`config.mk`:
```
export PLATFORM = sky130hd
export DESIGN_NAME = stream_wrr_arbiter
export DESIGN_NICKNAME = d
export VERILOG_FILES = /design/src/rtl/stream_wrr_arbiter.sv
export SDC_FILE = /design/constraint.sdc
export NUM_CORES = 1
export LEC_CHECK = 0
export CORE_ASPECT_RATIO = 1.75
export CORE_MARGIN = 4
export CORE_UTILIZATION = 32
export CTS_BUF_LIST = sky130_fd_sc_hd__clkbuf_8
export DETAILED_ROUTE_END_ITERATION = 10
export GPL_ROUTABILITY_DRIVEN = 0
export GPL_TIMING_DRIVEN = 1
export PLACE_DENSITY = 0.76
export SYNTH_ARGS = -nofsm -noshare
export SYNTH_HDL_FRONTEND = slang
export SYNTH_SLANG_ARGS = --single-unit
export TNS_END_PERCENT = 50
```
`constraint.sdc`:
```
create_clock -name clk -period 1.78 [get_ports clk]
set_input_delay 0.178 -clock clk [delete_from_list [all_inputs] [get_ports clk]]
set_output_delay 0.178 -clock clk [all_outputs]
set_load 0.03 [all_outputs]
```
`src/rtl/stream_wrr_arbiter.sv`:
```
// Packet-aware weighted round-robin arbiter sharing one master stream among S_DATA_COUNT slaves.
// Define STREAM_WRR_STATS_EN to add per-input packet counters (pkt_cnt_o) with a synchronous clear.
module stream_wrr_arbiter #(
  parameter  int T_DATA_WIDTH = 8,
  parameter  int S_DATA_COUNT = 4,
  parameter  int WEIGHT_WIDTH = 4,
  localparam int T_ID___WIDTH = $clog2(S_DATA_COUNT)
) (
  input  logic                    clk,
  input  logic                    rst,
  input  logic [T_DATA_WIDTH-1:0] s_data_i  [S_DATA_COUNT],
  input  logic [S_DATA_COUNT-1:0] s_last_i,
  input  logic [S_DATA_COUNT-1:0] s_valid_i,
  output logic [S_DATA_COUNT-1:0] s_ready_o,
  input  logic [WEIGHT_WIDTH-1:0] weight_i  [S_DATA_COUNT],
  output logic [T_DATA_WIDTH-1:0] m_data_o,
  output logic [T_ID___WIDTH-1:0] m_id_o,
  output logic                    m_last_o,
  output logic                    m_valid_o,
  input  logic                    m_ready_i,
  output logic                    busy_o
`ifdef STREAM_WRR_STATS_EN
  ,
  output logic [15:0]             pkt_cnt_o [S_DATA_COUNT],
  input  logic                    stats_clr_i
`endif
);

  typedef enum logic {IDLE, XFER} state_t;

  localparam logic [T_ID___WIDTH:0]   S_EXT   = (T_ID___WIDTH+1)'(S_DATA_COUNT);
  localparam logic [T_ID___WIDTH-1:0] LAST_ID = T_ID___WIDTH'(S_DATA_COUNT - 1);
  localparam logic [WEIGHT_WIDTH-1:0] ONE     = WEIGHT_WIDTH'(1);

  state_t                  state, state_n;
  logic [T_ID___WIDTH-1:0] ptr, ptr_n;
  logic [T_ID___WIDTH-1:0] grant, grant_n;
  logic [T_ID___WIDTH-1:0] pick, next_ptr;
  logic [T_ID___WIDTH:0]   cand;
  logic [WEIGHT_WIDTH-1:0] credit, credit_n, credit_load;
  logic                    pkt_open, pkt_open_n;
  logic                    first, first_n;
  logic                    any_valid;
  logic                    hs;

  // Rotating priority search; cand stays below 2*S so one conditional subtract wraps it.
  always_comb begin
    pick      = '0;
    any_valid = 1'b0;
    cand      = '0;
    for (int unsigned i = 0; i < S_DATA_COUNT; i++) begin
      cand = {1'b0, ptr} + (T_ID___WIDTH+1)'(i);
      if (cand >= S_EXT) cand = cand - S_EXT;
      if (!any_valid && s_valid_i[cand[T_ID___WIDTH-1:0]]) begin
        any_valid = 1'b1;
        pick      = cand[T_ID___WIDTH-1:0];
      end
    end
  end

  assign credit_load = (weight_i[pick] == '0) ? ONE : weight_i[pick];
  assign next_ptr    = (grant == LAST_ID) ? '0 : grant + 1'b1;
  assign busy_o      = (state == XFER);

  always_ff @(posedge clk or posedge rst) begin
    if (rst) begin
      state    <= IDLE;
      ptr      <= '0;
      grant    <= '0;
      credit   <= '0;
      pkt_open <= 1'b0;
      first    <= 1'b0;
    end else begin
      state    <= state_n;
      ptr      <= ptr_n;
      grant    <= grant_n;
      credit   <= credit_n;
      pkt_open <= pkt_open_n;
      first    <= first_n;
    end
  end

  always_comb begin
    state_n    = state;
    ptr_n      = ptr;
    grant_n    = grant;
    credit_n   = credit;
    pkt_open_n = pkt_open;
    first_n    = 1'b0;
    hs         = 1'b0;
    s_ready_o  = '0;
    m_data_o   = '0;
    m_id_o     = '0;
    m_last_o   = 1'b0;
    m_valid_o  = 1'b0;
    case (state)
      IDLE: begin
        if (any_valid) begin
          grant_n    = pick;
          credit_n   = credit_load;
          pkt_open_n = 1'b0;
          first_n    = 1'b1;
          state_n    = XFER;
        end
      end
      XFER: begin
        m_data_o         = s_data_i[grant];
        m_last_o         = s_last_i[grant];
        m_valid_o        = s_valid_i[grant];
        m_id_o           = grant;
        s_ready_o[grant] = m_ready_i;
        hs               = s_valid_i[grant] && m_ready_i;
        if (hs) begin
          if (!s_last_i[grant]) begin
            pkt_open_n = 1'b1;
          end else begin
            pkt_open_n = 1'b0;
            credit_n   = credit - ONE;
            if (credit == ONE) begin
              state_n = IDLE;
              ptr_n   = next_ptr;
            end
          end
        end else if (!pkt_open && !first && !s_valid_i[grant]) begin
          // Idle at a packet boundary: give the port away, forfeiting leftover credit.
          state_n = IDLE;
          ptr_n   = next_ptr;
        end
      end
      default: state_n = IDLE;
    endcase
  end

`ifdef STREAM_WRR_STATS_EN
  logic pkt_done;
  assign pkt_done = hs && s_last_i[grant];

  always_ff @(posedge clk or posedge rst) begin
    if (rst) begin
      pkt_cnt_o <= '{default: '0};
    end else if (stats_clr_i) begin
      pkt_cnt_o <= '{default: '0};
    end else if (pkt_done) begin
      pkt_cnt_o[grant] <= pkt_cnt_o[grant] + 16'd1;
    end
  end
`endif

endmodule

```
==> impl_metrics.json <==
{
  "status": "finished with violations",
  "violations": "negative setup slack",
  "cellPowerDensity_mw_per_mm2": 1600,
  "fp.dieH_um": 87.6,
  "n_antenna_cell": 0,
  "clock.fmax_ghz": 0.513,
  "worstPathCellList": "buf_12 > mux4_2 > buf_4 > and2_1 > buf_6",
  "pwr-share-clk": 0.069,
  "cp_max_fo": 6,
  "ff2ff_setup_slack_ps": -150,
  "yosysUniqueCellTypes": 35,
  "setup_slack_ps": -170,
  "cp-end-kind": "output pin",
  "post-dp-hpwl_mm": 3.44,
  "p_int_w": 0.00210,
  "synthesis.nets": 181,
  "synth_top_cells_by_area": "dfrtp_1 24%, mux4_2 19%, mux2i_1 6.9%, ha_1 6.5%, and2_1 5.4%",
  "hold_class": "in2async",
  "startpoint_type": "flip-flop",
  "synth_area_per_cell_um2": 10.0,
  "final_antenna_net_count": 0,
  "synth_flop_cell": "dfrtp_1",
  "clock_latency_ps": 240,
  "ctsHoldBuffers": 0,
  "drc": 0,
  "avgRoutedWirePerCell_um": 16.8,
  "fin_crit_sh": 1.10,
  "ir_worst_vdd_uv": 1000,
  "fin_skew_ps": 7.86,
  "cp_data_required_time_ps": 1600,
  "synth_compound_area_frac": 0.160,
  "grt-ovfl-total": 0,
  "ys_ff_latch": 11,
  "grtUsageTotal": 0.186,
  "setup_violations": 16,
  "synth_top_area_share": 0.237,
  "ys_warn_count": 0,
  "ys_seq_area_frac": 0.237,
  "antenna_found_initial": 0,
  "crit_type": "reg2out",
  "synth_top_family_by_area": "multiplexers",
  "drv_cap": 0,
  "layout_common_cells": "55 x clkdlybuf4s50_1, 21 x buf_4, 16 x buf_6, 10 x mux4_2, 10 x and2_4",
  "p_total_w": 0.00368,
  "finalInstanceArea_mm2": 0.00230,
  "drtPass1Iterations": 4,
  "cts_made_buffers": 3,
  "critPathArrivalTime_ps": 1770,
  "place_area_mm2": 0.00207,
  "die-width_um": 53.5,
  "clkSlewWorstSetupHoldPaths_ps": 50,
  "worst_pin_slew_ps": 528,
  "dieArea_mm2": 0.00469,
  "grt_max_degree": 20,
  "power_switching_w": 0.00158,
  "r2r_cells": 7,
  "combPwrFrac": 0.776,
  "synth_edf_count": 0,
  "seqPwrFrac": 0.155,
  "post-route-util": 0.671,
  "grt_setup_unrepaired": "yes",
  "maxSlewHeadroom": 0.648,
  "vias_per_cell": 5.16,
  "synth_mux_area_frac": 0.315,
  "grt_pass1_wl_mm": 6.49,
  "finalCriticalPeriod_ps": 1950,
  "grt_pass1_vias": 1426,
  "cellLeakagePower_nw": 1.04,
  "syn-cell-area_mm2": 0.00116,
  "max_stage_delay_ps": 540,
  "drive_above_1_share": 0.411,
  "synthAdderAreaFrac": 0.0647,
  "async_reset_ff_frac": 1.00,
  "hold_viol": 0,
  "drt-initial-drc-count": 33,
  "yosys.area.top_type": "dfrtp_1",
  "clockBufferDepth": 2,
  "synthCells": 116,
  "vias": 1336,
  "synthSimpleGateAreaFrac": 0.176,
  "crit-reg2reg-capture": "credit[2]",
  "layout_commonest_cell": "clkdlybuf4s50_1",
  "wl_mm": 4.36,
  "coreArea_mm2": 0.00343,
  "synth_xor_area_frac": 0,
  "clock-sinks": 11,
  "area_growth_pct": 98.6,
  "io_buffer_count": 75,
  "io_pins": 76,
  "tritoncts": "built",
  "reg2reg_from": "grant[0]",
  "h-tree-depth": 1,
  "initial_utilization": 0.338,
  "fin_nets": 280,
  "rows": 28,
  "drv_slew": 0,
  "worst_path_max_delay_cell": "mux4_2",
  "swShare": 0.429,
  "clock-root-buffer": "clkbuf_8"
}
-- routing by layer --
layer	share of wire	vias to the layer above	global-route usage
li1	-	623	-
met1	0.33	620	0.164
met2	0.54	85	0.374
met3	0.11	8	0.0409
met4	0.019	0	0.0791
met5	0	-	0
-- synthesized netlist by cell type, types with 2 or more instances --
cell      count
nand2_1       7
nand3b_1      2
mux2_2        3
mux4_2       10
inv_1        10
nand2b_1      2
ha_1          6
dfrtp_1      11
a21oi_1       6
and2_1       10
nor2_1        8
buf_2         2
and3_1        5
o21ai_0       3
o21ai_1       2
o21ai_2       2
mux2i_1       8
clkbuf_1      2
-- timing repair --
action                     CTS  global route
resized for setup           67            37
gates cloned                 1             0
setup endpoints to repair   20            21
setup buffers                4             4
pin swaps                    2             6
-- flip-flops by register name, indices dropped and copies added (netlist names) --
register  count
busy_o        1
credit        4
first         1
grant         2
pkt_open      1
ptr           2
-- cell type report --
class	instances	area (µm²)
multi-input combinational	91	908
clock inverter	1	5.00
timing repair buffer	98	973
fill	277	1130
sequential	11	279
inverter	10	40.0
clock buffer	3	41.3
tap	45	56.3
-- worst max-delay path, delay by kind of cell, from the launching register on --
kind | cells | cell delay (ps)
buffers and inverters | 3 | 430
flip-flops | 1 | 380
multiplexers | 1 | 540
AND/OR/NAND/NOR | 1 | 160
-- power groups by stage --
stage	combinational [W]	clock (W)	sequential [W]
floorplan	0.00147	0	0.000490
global placement	0.00232	0	0.000545
detailed placement	0.00238	0	0.000549
CTS	0.00258	0.000253	0.000558
global route	0.00305	0.000270	0.000598
finish	0.00285	0.000253	0.000571
-- kinds of logic (layout without fill, tap and decap cells) --
group / Yosys count / in the layout
muxes: 23 / 23
DFF: 11 / 11
AOI/OAI and AO/OA: 24 / 24
adders and majority gates: 6 / 6
and+or+nand+nor: 38 / 38
buffers and inverters: 14 / 112
-- through the flow --
stage / cells / hold slack (ps) / TNS [ps] / setup WS, ps
final: 259 / 233 / -1260 / -170
after global routing: 259 / 277 / -2180 / -229
after CTS: 256 / 251 / -1520 / -171
after detailed placement: 247 / 480 / -4240 / -418
after global placement: 247 / 475 / -3650 / -336
after floorplan: 116 / 30.4 / -17.1 / -17.1
-- worst max-delay path by stage --
stage	startpoint	to	depth (start not counted)
2_1_floorplan	grant[0]	credit[2]	6
3_3_place_gp	s_valid_i[3]	credit[0]	9
3_5_place_dp	s_valid_i[3]	credit[0]	9
4_1_cts	grant[0]	credit[2]	7
5_1_grt	grant[0]	credit[2]	7
6_report	grant[0]	m_valid_o	5
No activity file was read; power rests on OpenSTA's default activity.
